**src/rtl/rgmii_pkg.sv**
```systemverilog
// Shared types for the RGMII link controller: speed codes, FSM states, status tuple.
// No logic, no latency; no flow control.
package rgmii_pkg;

    localparam logic [1:0] SPD_10   = 2'b00;
    localparam logic [1:0] SPD_100  = 2'b01;
    localparam logic [1:0] SPD_1000 = 2'b10;
    localparam logic [1:0] SPD_RSVD = 2'b11;

    localparam int CNT_W = 16;

    typedef enum logic [2:0] {
        INIT,
        DOWN,
        QUAL,
        SWITCH,
        SETTLE,
        UP
    } state_t;

    typedef struct packed {
        logic       up;
        logic [1:0] spd;
        logic       dplx;
    } link_st_t;

    // Reserved speed is treated as link down.
    function automatic logic valid_up(input link_st_t s);
        return s.up && (s.spd != SPD_RSVD);
    endfunction

endpackage

```
**src/rtl/sync_2ff.sv**
```systemverilog
// Two-flop synchronizer for quasi-static async inputs into the clk domain.
// Latency 2 cycles; no backpressure.
module sync_2ff #(
    parameter int WIDTH = 1
) (
    input  logic             clk,
    input  logic             rst_n,
    input  logic [WIDTH-1:0] d,
    output logic [WIDTH-1:0] q
);

    logic [WIDTH-1:0] meta_q;
    logic [WIDTH-1:0] sync_q;

    always_ff @(posedge clk or negedge rst_n) begin
        if (!rst_n) begin
            meta_q <= '0;
            sync_q <= '0;
        end else begin
            meta_q <= d;
            sync_q <= meta_q;
        end
    end

    assign q = sync_q;

endmodule

```
**src/rtl/rgmii_link_ctrl.sv**
```systemverilog
// Qualifies in-band/forced link status, sequences receiver reset on speed-class change.
// Latency 2 + 1 + STABLE_CYCLES (+ RESET_CYCLES + SETTLE_CYCLES on switch); no backpressure.
module rgmii_link_ctrl
    import rgmii_pkg::*;
#(
    parameter int STABLE_CYCLES = 1024,
    parameter int RESET_CYCLES  = 16,
    parameter int SETTLE_CYCLES = 64
) (
    input  logic        clk,
    input  logic        rst_n,
    input  logic        cfg_auto,
    input  logic [1:0]  cfg_speed,
    input  logic        cfg_duplex,
    input  logic        ibs_up,
    input  logic [1:0]  ibs_spd,
    input  logic        ibs_dplx,
    output logic        rx_speed,
    output logic        rx_reset,
    output logic        link_up,
    output logic [1:0]  link_speed,
    output logic        link_duplex,
    output logic        link_chg,
    output logic [15:0] flap_cnt,
    input  logic        flap_clr
);

    localparam logic [CNT_W-1:0] STABLE_LD = CNT_W'(STABLE_CYCLES - 1);
    localparam logic [CNT_W-1:0] RESET_LD  = CNT_W'(RESET_CYCLES - 1);
    localparam logic [CNT_W-1:0] SETTLE_LD = CNT_W'(SETTLE_CYCLES - 1);
    localparam logic [CNT_W-1:0] CNT_ONE   = CNT_W'(1);

    logic [3:0] ibs_s;
    link_st_t   eff;
    link_st_t   rep;
    logic       flap_inc;

    state_t           state_q, state_d;
    logic [CNT_W-1:0] cnt_q, cnt_d;
    link_st_t         cand_q, cand_d;
    logic             rx_speed_q, rx_speed_d;
    logic             rx_reset_q, rx_reset_d;
    logic             link_up_q, link_up_d;
    logic [1:0]       link_speed_q, link_speed_d;
    logic             link_duplex_q, link_duplex_d;
    logic             link_chg_q, link_chg_d;
    logic [15:0]      flap_cnt_q, flap_cnt_d;

    sync_2ff #(.WIDTH(4)) u_sync (
        .clk   (clk),
        .rst_n (rst_n),
        .d     ({ibs_up, ibs_spd, ibs_dplx}),
        .q     (ibs_s)
    );

    assign eff = cfg_auto ? link_st_t'(ibs_s) : link_st_t'({1'b1, cfg_speed, cfg_duplex});
    assign rep = link_st_t'({link_up_q, link_speed_q, link_duplex_q});

    always_comb begin
        state_d       = state_q;
        cnt_d         = cnt_q;
        cand_d        = cand_q;
        rx_speed_d    = rx_speed_q;
        rx_reset_d    = rx_reset_q;
        link_up_d     = link_up_q;
        link_speed_d  = link_speed_q;
        link_duplex_d = link_duplex_q;
        link_chg_d    = 1'b0;
        flap_inc      = 1'b0;

        case (state_q)
            INIT: begin
                if (cnt_q == '0) begin
                    state_d    = DOWN;
                    rx_reset_d = 1'b0;
                end else begin
                    cnt_d = cnt_q - CNT_ONE;
                end
            end
            DOWN: begin
                if (valid_up(eff)) begin
                    cand_d  = eff;
                    cnt_d   = STABLE_LD;
                    state_d = QUAL;
                end
            end
            UP: begin
                if (eff != rep) begin
                    cand_d  = eff;
                    cnt_d   = STABLE_LD;
                    state_d = QUAL;
                end
            end
            QUAL: begin
                // A glitch that reverts to the reported status aborts qualification silently.
                if (eff == rep) begin
                    state_d = link_up_q ? UP : DOWN;
                end else if (eff != cand_q) begin
                    cand_d = eff;
                    cnt_d  = STABLE_LD;
                end else if (cnt_q != '0) begin
                    cnt_d = cnt_q - CNT_ONE;
                end else if (!valid_up(cand_q)) begin
                    state_d = DOWN;
                    if (link_up_q) begin
                        link_up_d  = 1'b0;
                        link_chg_d = 1'b1;
                        flap_inc   = 1'b1;
                    end
                end else if ((cand_q.spd == SPD_1000) != rx_speed_q) begin
                    state_d    = SWITCH;
                    cnt_d      = RESET_LD;
                    rx_reset_d = 1'b1;
                    rx_speed_d = (cand_q.spd == SPD_1000);
                    if (link_up_q) begin
                        link_up_d  = 1'b0;
                        link_chg_d = 1'b1;
                        flap_inc   = 1'b1;
                    end
                end else begin
                    state_d       = UP;
                    link_up_d     = 1'b1;
                    link_speed_d  = cand_q.spd;
                    link_duplex_d = cand_q.dplx;
                    link_chg_d    = 1'b1;
                end
            end
            SWITCH: begin
                if (cnt_q == '0) begin
                    state_d    = SETTLE;
                    rx_reset_d = 1'b0;
                    cnt_d      = SETTLE_LD;
                end else begin
                    cnt_d = cnt_q - CNT_ONE;
                end
            end
            SETTLE: begin
                if (cnt_q == '0) begin
                    state_d       = UP;
                    link_up_d     = 1'b1;
                    link_speed_d  = cand_q.spd;
                    link_duplex_d = cand_q.dplx;
                    link_chg_d    = 1'b1;
                end else begin
                    cnt_d = cnt_q - CNT_ONE;
                end
            end
            default: begin
                state_d = INIT;
            end
        endcase

        if (flap_clr) begin
            flap_cnt_d = 16'h0000;
        end else if (flap_inc && (flap_cnt_q != 16'hFFFF)) begin
            flap_cnt_d = flap_cnt_q + 16'd1;
        end else begin
            flap_cnt_d = flap_cnt_q;
        end
    end

    always_ff @(posedge clk or negedge rst_n) begin
        if (!rst_n) begin
            state_q       <= INIT;
            cnt_q         <= RESET_LD;
            cand_q        <= link_st_t'({1'b0, SPD_1000, 1'b1});
            rx_speed_q    <= 1'b1;
            rx_reset_q    <= 1'b1;
            link_up_q     <= 1'b0;
            link_speed_q  <= SPD_1000;
            link_duplex_q <= 1'b1;
            link_chg_q    <= 1'b0;
            flap_cnt_q    <= 16'h0000;
        end else begin
            state_q       <= state_d;
            cnt_q         <= cnt_d;
            cand_q        <= cand_d;
            rx_speed_q    <= rx_speed_d;
            rx_reset_q    <= rx_reset_d;
            link_up_q     <= link_up_d;
            link_speed_q  <= link_speed_d;
            link_duplex_q <= link_duplex_d;
            link_chg_q    <= link_chg_d;
            flap_cnt_q    <= flap_cnt_d;
        end
    end

    assign rx_speed    = rx_speed_q;
    assign rx_reset    = rx_reset_q;
    assign link_up     = link_up_q;
    assign link_speed  = link_speed_q;
    assign link_duplex = link_duplex_q;
    assign link_chg    = link_chg_q;
    assign flap_cnt    = flap_cnt_q;

endmodule

```
**config.mk**
```make
export PLATFORM = sky130hd
export DESIGN_NAME = rgmii_link_ctrl
export DESIGN_NICKNAME = d
export VERILOG_FILES = /design/src/rtl/rgmii_pkg.sv /design/src/rtl/sync_2ff.sv /design/src/rtl/rgmii_link_ctrl.sv
export SDC_FILE = /design/constraint.sdc
export NUM_CORES = 1
export LEC_CHECK = 0
export BUFFER_PORTS_ARGS = -buffer_cell sky130_fd_sc_hd__buf_2
export CORE_UTILIZATION = 40
export CTS_BUF_LIST = sky130_fd_sc_hd__clkbuf_8 sky130_fd_sc_hd__clkbuf_16
export DETAILED_ROUTE_END_ITERATION = 12
export PLACE_DENSITY_LB_ADDON = 0.2
export SLEW_MARGIN = 25
export SYNTH_ARGS = -nofsm -noshare
export SYNTH_HDL_FRONTEND = slang
export SYNTH_SLANG_ARGS = --single-unit
```
**constraint.sdc**
```tcl
create_clock -name clk -period 7.6 [get_ports clk]
set_input_delay 0.76 -clock clk [delete_from_list [all_inputs] [get_ports clk]]
set_output_delay 0.76 -clock clk [all_outputs]
set_load 0.1 [all_outputs]
```
==> results of run 1 <==
[synthesized netlist by cell type, types with 5 or more instances]
library cell   n  area share [%]
dfstp_2       10             8.0
mux2_2         8             2.8
nand3_1       11             1.7
dfrtp_1       44              34
o21ai_0       12             1.8
a21oi_1       24             3.7
or4_1         12             2.8
xnor2_1        9             2.4
nor3_1         8             1.2
a31oi_1        6             1.1
nor2b_1        7             1.3
inv_1         14             1.6
clkbuf_1      10             1.1
nand2_1       18             2.1
nand2b_1       5            0.96
and3_1         6             1.1
a211oi_1       7             1.6
o31ai_1       13             3.0
nor2_1        25             2.9
or3_1          6             1.1
mux2i_1        6             1.8
[layout make-up]
class / count / area share (%)
clock inverters: 3 / 0.730
well taps: 102 / 3.54
flip-flops and latches: 54 / 37.9
multi-input cells: 261 / 49.7
inverters: 14 / 1.46
repair buffers: 34 / 4.80
clock buffers: 5 / 1.91
[state kept, by name, summed over array words and instances (netlist names)]
name           cells
rx_speed           1
state_q            3
u_sync.meta_q      4
link_up            1
cnt_q             16
link_speed         2
u_sync.q           4
flap_cnt          16
rx_reset           1
link_duplex        1
cand_q             4
link_chg           1
[critical path, cell delays in order, from the launching register on]
cell,delay [ps]
dfstp_2,400
inv_1,110
ha_1,160
or4b_4,470
or4_4,490
a211oi_4,220
nand4_4,350
or4_1,590
a21oi_1,170
[kinds of logic (layout without fill, tap and decap cells)]
| group | count (synthesis) | in the layout | share of synthesized area (%) |
|---|---|---|---|
| simple gates | 130 | 130 | 23.2 |
| fa+ha+maj | 3 | 3 | 1.15 |
| mux | 14 | 14 | 4.59 |
| xor+xnor | 10 | 10 | 2.68 |
| compound gates | 104 | 104 | 23.0 |
| flops | 54 | 54 | 41.7 |
| buf+inv | 29 | 56 | 3.63 |
[through the flow]
stage | power [mW] | util (%) | setup slack [ps] | instances
after global placement | 0.726 | 44.9 | 4370 | 465
after global routing | 0.964 | 46.1 | 4440 | 473
final | 0.907 | 46.1 | 4580 | 473
after CTS | 0.906 | 46.1 | 4560 | 473
after floorplan | 0.639 | - | 4640 | 344
after detailed placement | 0.728 | 44.9 | 4340 | 465
[layer usage]
| layer | GRT usage (%) | up-vias | share of wire (%) |
|---|---|---|---|
| met2 | 30.1 | 63 | 44 |
| li1 | - | 1367 | - |
| met4 | 5.99 | 0 | 1.5 |
| met3 | 2.55 | 11 | 4.1 |
| met5 | 0 | - | 0 |
| met1 | 29.1 | 1389 | 51 |
[final timing paths]
check / start / to / slack (ps) / cells past startpoint
min in group asynchronous: rst_n / cand_q[1]$_DFFE_PN0P_ / 560 / 2
worst min-delay path: u_sync.meta_q[0]$_DFF_PN0_ / u_sync.q[0]$_DFF_PN0_ / 360 / 0
worst max register to register: cnt_q[0]$_DFFE_PN1P_ / flap_cnt[14]$_DFFE_PN0P_ / 4580 / 8
worst max-delay path: cnt_q[0]$_DFFE_PN1P_ / flap_cnt[14]$_DFFE_PN0P_ / 4580 / 8
max in group asynchronous: rst_n / cnt_q[5]$_DFFE_PN0P_ / 6580 / 2
worst min register to register: u_sync.meta_q[0]$_DFF_PN0_ / u_sync.q[0]$_DFF_PN0_ / 360 / 0
[report_power, final]
group	internal, mW	switching, mW	leakage (nW)
Combinational	0.135	0.206	0.793
Clock	0.0682	0.107	0.0491
Sequential	0.328	0.0621	0.661
Total	0.531	0.376	1.50
==> impl_metrics.tcl, run 1 <==
set metrics [dict create \
    synth-seq-cells 54 \
    cp_data_arrival_time_ps 3260 \
    drive_gt1_share_pct 21.3 \
    clockBufferDepth 2 \
    synthCells 344 \
    post-route-period-util_pct 39.8 \
    insertion_delay_ps 320 \
    async_flop_share_pct 100 \
    vias_per_cell 5.98 \
    final_cell_mix "dfrtp_1, buf_2, nor2_1" \
    endpoint_kind "register" \
    fin_worst_skew_ps 8.97 \
    wirelength_um 7890 \
    mostFrequentLayoutCell "dfrtp_1" \
    synth-edff-count 0 \
    grt_pass1_wl_um 13500 \
    finalSetupViolCount 0 \
    num_rows 32 \
    cts_resized 0 \
    routed-via-count 2830 \
    ir_drop_mv 0.0945 \
    startpoint_type "register" \
    drcViolationCount 0 \
    finalNetCount 384 \
    antenna_found_initial 0 \
    ios 34 \
    status "finished clean" \
    whs_ps 359 \
    syn_area_per_cell_um2 9.51 \
    slew_violations 0 \
    p_leak_nw 1.50 \
    synth-main-ff-cell "dfrtp_1" \
    fmax_ghz 0.331 \
    syn_to_final_growth_pct 10.1 \
    start_util_pct 41.9 \
    critPathRequiredTime_ps 7840 \
    yosysSeqAreaShare_pct 41.7 \
    grt_max_degree 55 \
    ys_types 62 \
    cts_max_level 2 \
    design.core.area_um2 7810 \
    die-area_um2 8550 \
    syn_area_um2 3270 \
    post_cts_buffers 0 \
    ant_nets 0 \
    diodes 0 \
    dp_hpwl_um 5470 \
    seq_area_um2 1360 \
    drt-pass1-iter-count 4 \
    hold_path.class "reg -> reg" \
    path_clk_slew_ps 110 \
    grt_pass1_vias 2680 \
    relSlewSlack_pct 46.6 \
    gp_congestion 0.836 \
    postLayoutCellArea_um2 3600 \
    setup_tns_ps 0 \
    portBuffers 33 \
    place_area_um2 3510 \
    path_class "reg -> reg" \
    numCtsBuffers 5 \
    synth_nets 358 \
    cap_violations 0 \
    cts_tree "done" \
    multiInputGateArea_um2 1790 \
    holdBufCountCts 0 \
    die_h_um 92.4 \
    wire_per_inst_um 16.7 \
    grt.total_usage_pct 19.8 \
    path_max_fanout 27 \
    n_fill_cell 773 \
    hold_viol_final 0 \
    cts-root-buf "clkbuf_8" \
    ys_warn_count 0 \
    gr-total-overflow 0 \
    worst_pin_slew_ps 793 \
    rsz0062_at_grt "false" \
    cts.sinks 54 \
    powerDensity_nw_per_um2 252 \
    drt_iter0_markers 175 \
    die_w_um 92.4 \
    period_needed_ps 3020 \
]
Power figures use the tool's default switching activity.
==> inputs of run 2 (changes only) <==
--- a/config.mk
+++ b/config.mk
@@ -5,6 +5,7 @@
 export SDC_FILE = /design/constraint.sdc
 export NUM_CORES = 1
 export LEC_CHECK = 0
+export ABC_AREA = 1
 export BUFFER_PORTS_ARGS = -buffer_cell sky130_fd_sc_hd__buf_2
 export CORE_UTILIZATION = 40
 export CTS_BUF_LIST = sky130_fd_sc_hd__clkbuf_8 sky130_fd_sc_hd__clkbuf_16
==> constraint.sdc (replaced) <==
create_clock -name clk -period 2.6 [get_ports clk]
set_input_delay 0.26 -clock clk [delete_from_list [all_inputs] [get_ports clk]]
set_output_delay 0.26 -clock clk [all_outputs]
set_load 0.1 [all_outputs]
==> impl_metrics.tcl, run 2 <==
set metrics [dict create \
    dp_hpwl_um 7090 \
    ys_types 35 \
    cts-root-buf "clkbuf_8" \
    final_cell_mix "nand2_1, nand3_1, nor2_1" \
    die-area_um2 10200 \
    cts_max_level 2 \
    power.total_mw 3.52 \
    routed-via-count 3610 \
    path_clk_slew_ps 90 \
    grt_pass1_wl_um 16300 \
    post_cts_buffers 0 \
    ios 34 \
    yosysTopAreaCell "dfrtp_1" \
    startpoint_type "register" \
    grt_pass1_vias 3530 \
    start_util_pct 41.9 \
    synth.top_cell.area_share_pct 28.2 \
    clockPowerShare_pct 13.8 \
    design.core.area_um2 9330 \
    period_needed_ps 2070 \
    syn_area_um2 3900 \
    yosys-top-cells-count "nand2_1, nand3_1, nor2_1" \
    cts_tree "done" \
    p_int_mw 1.79 \
    synth-main-ff-cell "dfrtp_1" \
    cts.sinks 54 \
    die_w_um 101 \
    slew_violations 0 \
    ys_warn_count 0 \
    die_h_um 101 \
    setup_tns_ps 0 \
    gr-total-overflow 0 \
    worst_pin_slew_ps 910 \
    gp_congestion 0.919 \
    clockBufferDepth 2 \
    swShare_pct 49.2 \
    wire_per_inst_um 12.5 \
    finalSetupViolCount 0 \
    endpoint_kind "register" \
    grt_max_degree 33 \
    relSlewSlack_pct 39.3 \
    cap_violations 0 \
    powerDensity_nw_per_um2 823 \
    fin_worst_skew_ps 12.1 \
    grt.total_usage_pct 20.0 \
    n_fill_cell 978 \
    ir_drop_mv 0.341 \
    post-route-period-util_pct 79.8 \
    synth-seq-cells 54 \
    path_class "reg -> reg" \
    cp_data_arrival_time_ps 2280 \
    combPwrFrac_pct 49.4 \
    async_flop_share_pct 100 \
    synth-edff-count 0 \
    status "finished clean" \
    drt-pass1-iter-count 4 \
    num_rows 35 \
    hold_viol_final 0 \
    wirelength_um 9160 \
    ant_nets 0 \
    portBuffers 33 \
    antenna_found_initial 0 \
    p_leak_nw 2.33 \
    synth_nets 581 \
    syn_area_per_cell_um2 6.89 \
    rsz0062_at_grt "false" \
    insertion_delay_ps 310 \
    diodes 0 \
    numCtsBuffers 5 \
    drcViolationCount 0 \
    fmax_ghz 0.482 \
    hold_path.class "in -> reg" \
    synthCells 567 \
    yosysSeqAreaShare_pct 34.9 \
    mostFrequentLayoutCell "nand2_1" \
    drt_iter0_markers 141 \
    p_seq_share_pct 36.8 \
    synth.most_common_cell "nand2_1" \
    vias_per_cell 4.93 \
    syn_to_final_growth_pct 9.61 \
    path_max_fanout 6 \
    finalNetCount 616 \
    p_switching_mw 1.73 \
    critPathRequiredTime_ps 2800 \
    synth_area_leaders "dfrtp_1, nand2_1, nand3_1" \
    drive_gt1_share_pct 17.7 \
]
[run 2: cell types whose count changed after synthesis, moves of 12 or more]
cell / previous run / this run
a21oi_1: 24 / 6
nor2_1: 25 / 55
nand3_1: 11 / 86
or4_1: 12 / 0
o31ai_1: 13 / 0
nand2_1: 18 / 204
inv_1: 14 / 44
xor2_1: 1 / 17
nand2_2: 0 / 20
[run 2: cell type report]
| class | instances | area [um^2] | share of cell area, % |
|---|---|---|---|
| repair buffers | 37 | 198 | 4.62 |
| inverters | 51 | 194 | 4.53 |
| multi-input cells | 453 | 2270 | 53.1 |
| clock inverters | 2 | 8.76 | 0.205 |
| well taps | 129 | 161 | 3.77 |
| flip-flops and latches | 54 | 1360 | 31.9 |
| clock buffers | 6 | 82.6 | 1.93 |
[run 2: cells by family after synthesis]
kind of cell               count (synthesis)  share of synthesized area [%]
DFF                                       54                           34.9
and+or+nand+nor                          415                           50.6
xor gates and xnor gates                  21                           4.71
AOI/OAI and AO/OA                         14                           1.89
adders and majority gates                  3                          0.961
buffers and inverters                     60                           6.89
[run 2: final timing paths]
kind	start	to	slack, ps	depth (start not counted)
max	cnt_q[0]$_DFFE_PN1P_	link_speed[0]$_DFFE_PN0P_	530	13
min	ibs_dplx	u_sync.meta_q[0]$_DFF_PN0_	50	1
max reg2reg	cnt_q[0]$_DFFE_PN1P_	link_speed[0]$_DFFE_PN0P_	530	13
min reg2reg	u_sync.meta_q[0]$_DFF_PN0_	u_sync.q[0]$_DFF_PN0_	360	0
max in group asynchronous	rst_n	rx_speed$_DFFE_PN1P_	1670	3
min in group asynchronous	rst_n	cnt_q[12]$_DFFE_PN0P_	290	2
[run 2: worst max-delay path, cell delays in order (launching register included)]
cell	delay, ps
dfstp_2	410
inv_1	100
ha_1	180
inv_1	40
nor2_1	120
nand2_1	60
nor2_1	210
nand2_1	150
inv_2	120
nand3_1	150
nand2_1	100
nand4_1	180
nand2_1	110
nand2_1	50
[run 2: power groups by stage]
stage          Sequential, mW  Combinational, mW  Clock [mW]
5_1_grt                  1.32               1.99       0.543
3_5_place_dp             1.31               1.76           0
4_1_cts                  1.29               1.76       0.511
2_1_floorplan            1.43               1.27           0
3_3_place_gp             1.30               1.73           0
6_report                 1.30               1.74       0.487
[run 2: through the flow]
step                      hold WS, ps  setup WS, ps  std cells  util [%]  area [um^2]
final                            49.1           526        732      45.9         4280
after global placement           87.6           599        723      44.8         4180
after global routing             27.2           257        732      45.9         4280
after CTS                        35.0           520        732      45.9         4280
after floorplan                 -35.6           246        567         -         3910
after detailed placement         88.9           536        723      44.8         4180
[run 2: layer usage]
metal	GRT usage [%]	vias up	part of all wire, %
met2	33.3	60	47
met1	26.7	1675	48
met5	0	-	0
met3	2.91	17	2.7
li1	-	1858	-
met4	6.80	0	2.0
[run 2: timing repair]
item / CTS / global route
resized for setup: 0 / 0
hold endpoints to repair: 4 / 0
hold buffers: 1 / 0
==> inputs of run 3 (changes only) <==
==> constraint.sdc (replaced) <==
create_clock -name clk -period 1.71 [get_ports clk]
set_input_delay 0.171 -clock clk [delete_from_list [all_inputs] [get_ports clk]]
set_output_delay 0.171 -clock clk [all_outputs]
set_load 0.1 [all_outputs]
==> impl_metrics.tcl, run 3 (synthesis results as in run 2) <==
set metrics [dict create \
    grt.total_usage_pct 22.4 \
    final_cell_mix "nand2_1, buf_4, nand3_1" \
    hold_viol_final 0 \
    drcViolationCount 0 \
    fin_ws_ps -82.6 \
    endpoint_kind "register" \
    design.core.area_um2 9330 \
    cts_max_level 2 \
    dp_hpwl_um 7820 \
    cap_violations 0 \
    drive_gt1_share_pct 39.7 \
    violations "setup timing" \
    path_class "reg -> reg" \
    period_needed_ps 1790 \
    ios 34 \
    rr_startpoint "cnt_q[1]$_DFFE_PN1P_" \
    gp_congestion 0.893 \
    grt_max_degree 33 \
    placed_cells 790 \
    rr_worst_depth 14 \
    ir_drop_mv 0.929 \
    cts.sinks 54 \
    routed-via-count 3983 \
    p_leak_nw 2.83 \
    clockBufferDepth 2 \
    syn_to_final_growth_pct 39.5 \
    drt_iter0_markers 124 \
    ant_nets 0 \
    grt_pass1_wl_um 18000 \
    regToRegSetupSlack_ps -80 \
    die_h_um 101 \
    crit_slowest_cell "dfstp_2" \
    max_stage_delay_ps 550 \
    worst-path-buf-inv 4 \
    startpoint_type "register" \
    drt-pass1-iter-count 4 \
    cp_cell_sequence "inv_2 > ha_4 > inv_2 > nor2_2 > nand2_1 > nor2_2 > nand3_1 > nand2_1 > inv_2 > nand2_4 > nor2_8 > buf_6 > nand3_1 > nand2_1" \
    path_clk_slew_ps 100 \
    critPathRequiredTime_ps 1960 \
    fmax_ghz 0.558 \
    gr-total-overflow 0 \
    cts_tree "done" \
    slew_violations 0 \
    worst_pin_slew_ps 495 \
    die-area_um2 10200 \
    cts-root-buf "clkbuf_8" \
    cp-endpoint "cnt_q[9]$_DFFE_PN0P_" \
    numCtsBuffers 5 \
    setup.worst_path.start "cnt_q[1]$_DFFE_PN1P_" \
    die_w_um 101 \
    relSlewSlack_pct 67.2 \
    antenna_found_initial 0 \
    powerDensity_nw_per_um2 1270 \
    vias_per_cell 4.88 \
    diodes 0 \
    hold_path.class "in -> reg" \
    path_max_fanout 7 \
    mostFrequentLayoutCell "nand2_1" \
    cp_data_arrival_time_ps 2050 \
    wire_per_inst_um 13.2 \
    setup_tns_ps -1030 \
    post-route-period-util_pct 105 \
    finalNetCount 701 \
    critPathTopFamily "simple AND/OR/NAND/NOR gates" \
    grt_pass1_vias 3893 \
    fin_cells 817 \
    critical_path_depth 14 \
    insertion_delay_ps 320 \
    rsz0062_at_grt "true" \
    fin_worst_skew_ps 13.2 \
    wirelength_um 10800 \
    start_util_pct 41.9 \
    regToRegEndpoint "cnt_q[9]$_DFFE_PN0P_" \
    portBuffers 33 \
    status "complete, but fails checks" \
    num_rows 35 \
    finalSetupViolCount 23 \
]
==> run 3: per-layer routing <==
layer,vias to the layer above,part of all wire [%],track usage (%)
met5,-,0,0
met4,0,1.7,7.25
met3,13,2.7,2.57
met2,78,50,40.8
met1,1851,46,27.5
li1,2041,-,-
==> run 3: timing repair <==
| action | CTS | global route |
|---|---|---|
| pin swaps | 17 | 23 |
| resized for setup | 43 | 41 |
| hold buffers | 5 | 0 |
| gates cloned | 2 | 2 |
| buffers inserted | 2 | 8 |
| endpoints found under the hold margin | 14 | 0 |
| endpoints found under the setup margin | 46 | 46 |
==> run 3: power breakdown <==
group | internal [mW] | switching, mW | total [mW]
sequential | 1.62 | 0.269 | 1.89
combinational | 1.61 | 2.50 | 4.11
clock | 0.445 | 0.460 | 0.905
==> run 3: cell type report <==
type	count	area [um^2]
Clock buffer	5	68.8
Clock inverter	3	47.5
Fill cell	886	3880
Inverter	51	215
Multi-Input combinational cell	457	2660
Sequential cell	54	1410
Tap cell	129	161
Timing Repair Buffer	118	877
==> run 3: how the worst min path moves through the flow <==
| stage | depth (start not counted) | slack (ps) | end | from |
|---|---|---|---|---|
| floorplan | 0 | -120 | cand_q[1]$_DFFE_PN0P_ | rst_n |
| global placement | 1 | 130 | cnt_q[15]$_DFFE_PN0P_ | rst_n |
| detailed placement | 1 | 130 | cnt_q[15]$_DFFE_PN0P_ | rst_n |
| CTS | 5 | 230 | cand_q[0]$_DFFE_PN1P_ | cfg_duplex |
| global route | 5 | 250 | cand_q[0]$_DFFE_PN1P_ | cfg_duplex |
| finish | 5 | 230 | cand_q[0]$_DFFE_PN1P_ | cfg_duplex |
==> run 3: per-stage QoR <==
stage                     total power [mW]  hold WS, ps  worst slack (ps)  area [um^2]  util (%)
after detailed placement              5.41          133              -192         4850      52.0
after CTS                             6.60          229             -50.4         5210      55.9
after floorplan                       4.16         -125             -99.1         4040         -
after global routing                  7.43          252              -185         5450      58.4
after global placement                5.34          128              -157         4850      52.0
final                                 6.90          234             -82.6         5450      58.4
==> run 3: worst min-delay path: stages <==
cell     delay [ps]
buf_2           100
nand2_2          90
nand2_2          70
nand3_1          80
nand2_1          50
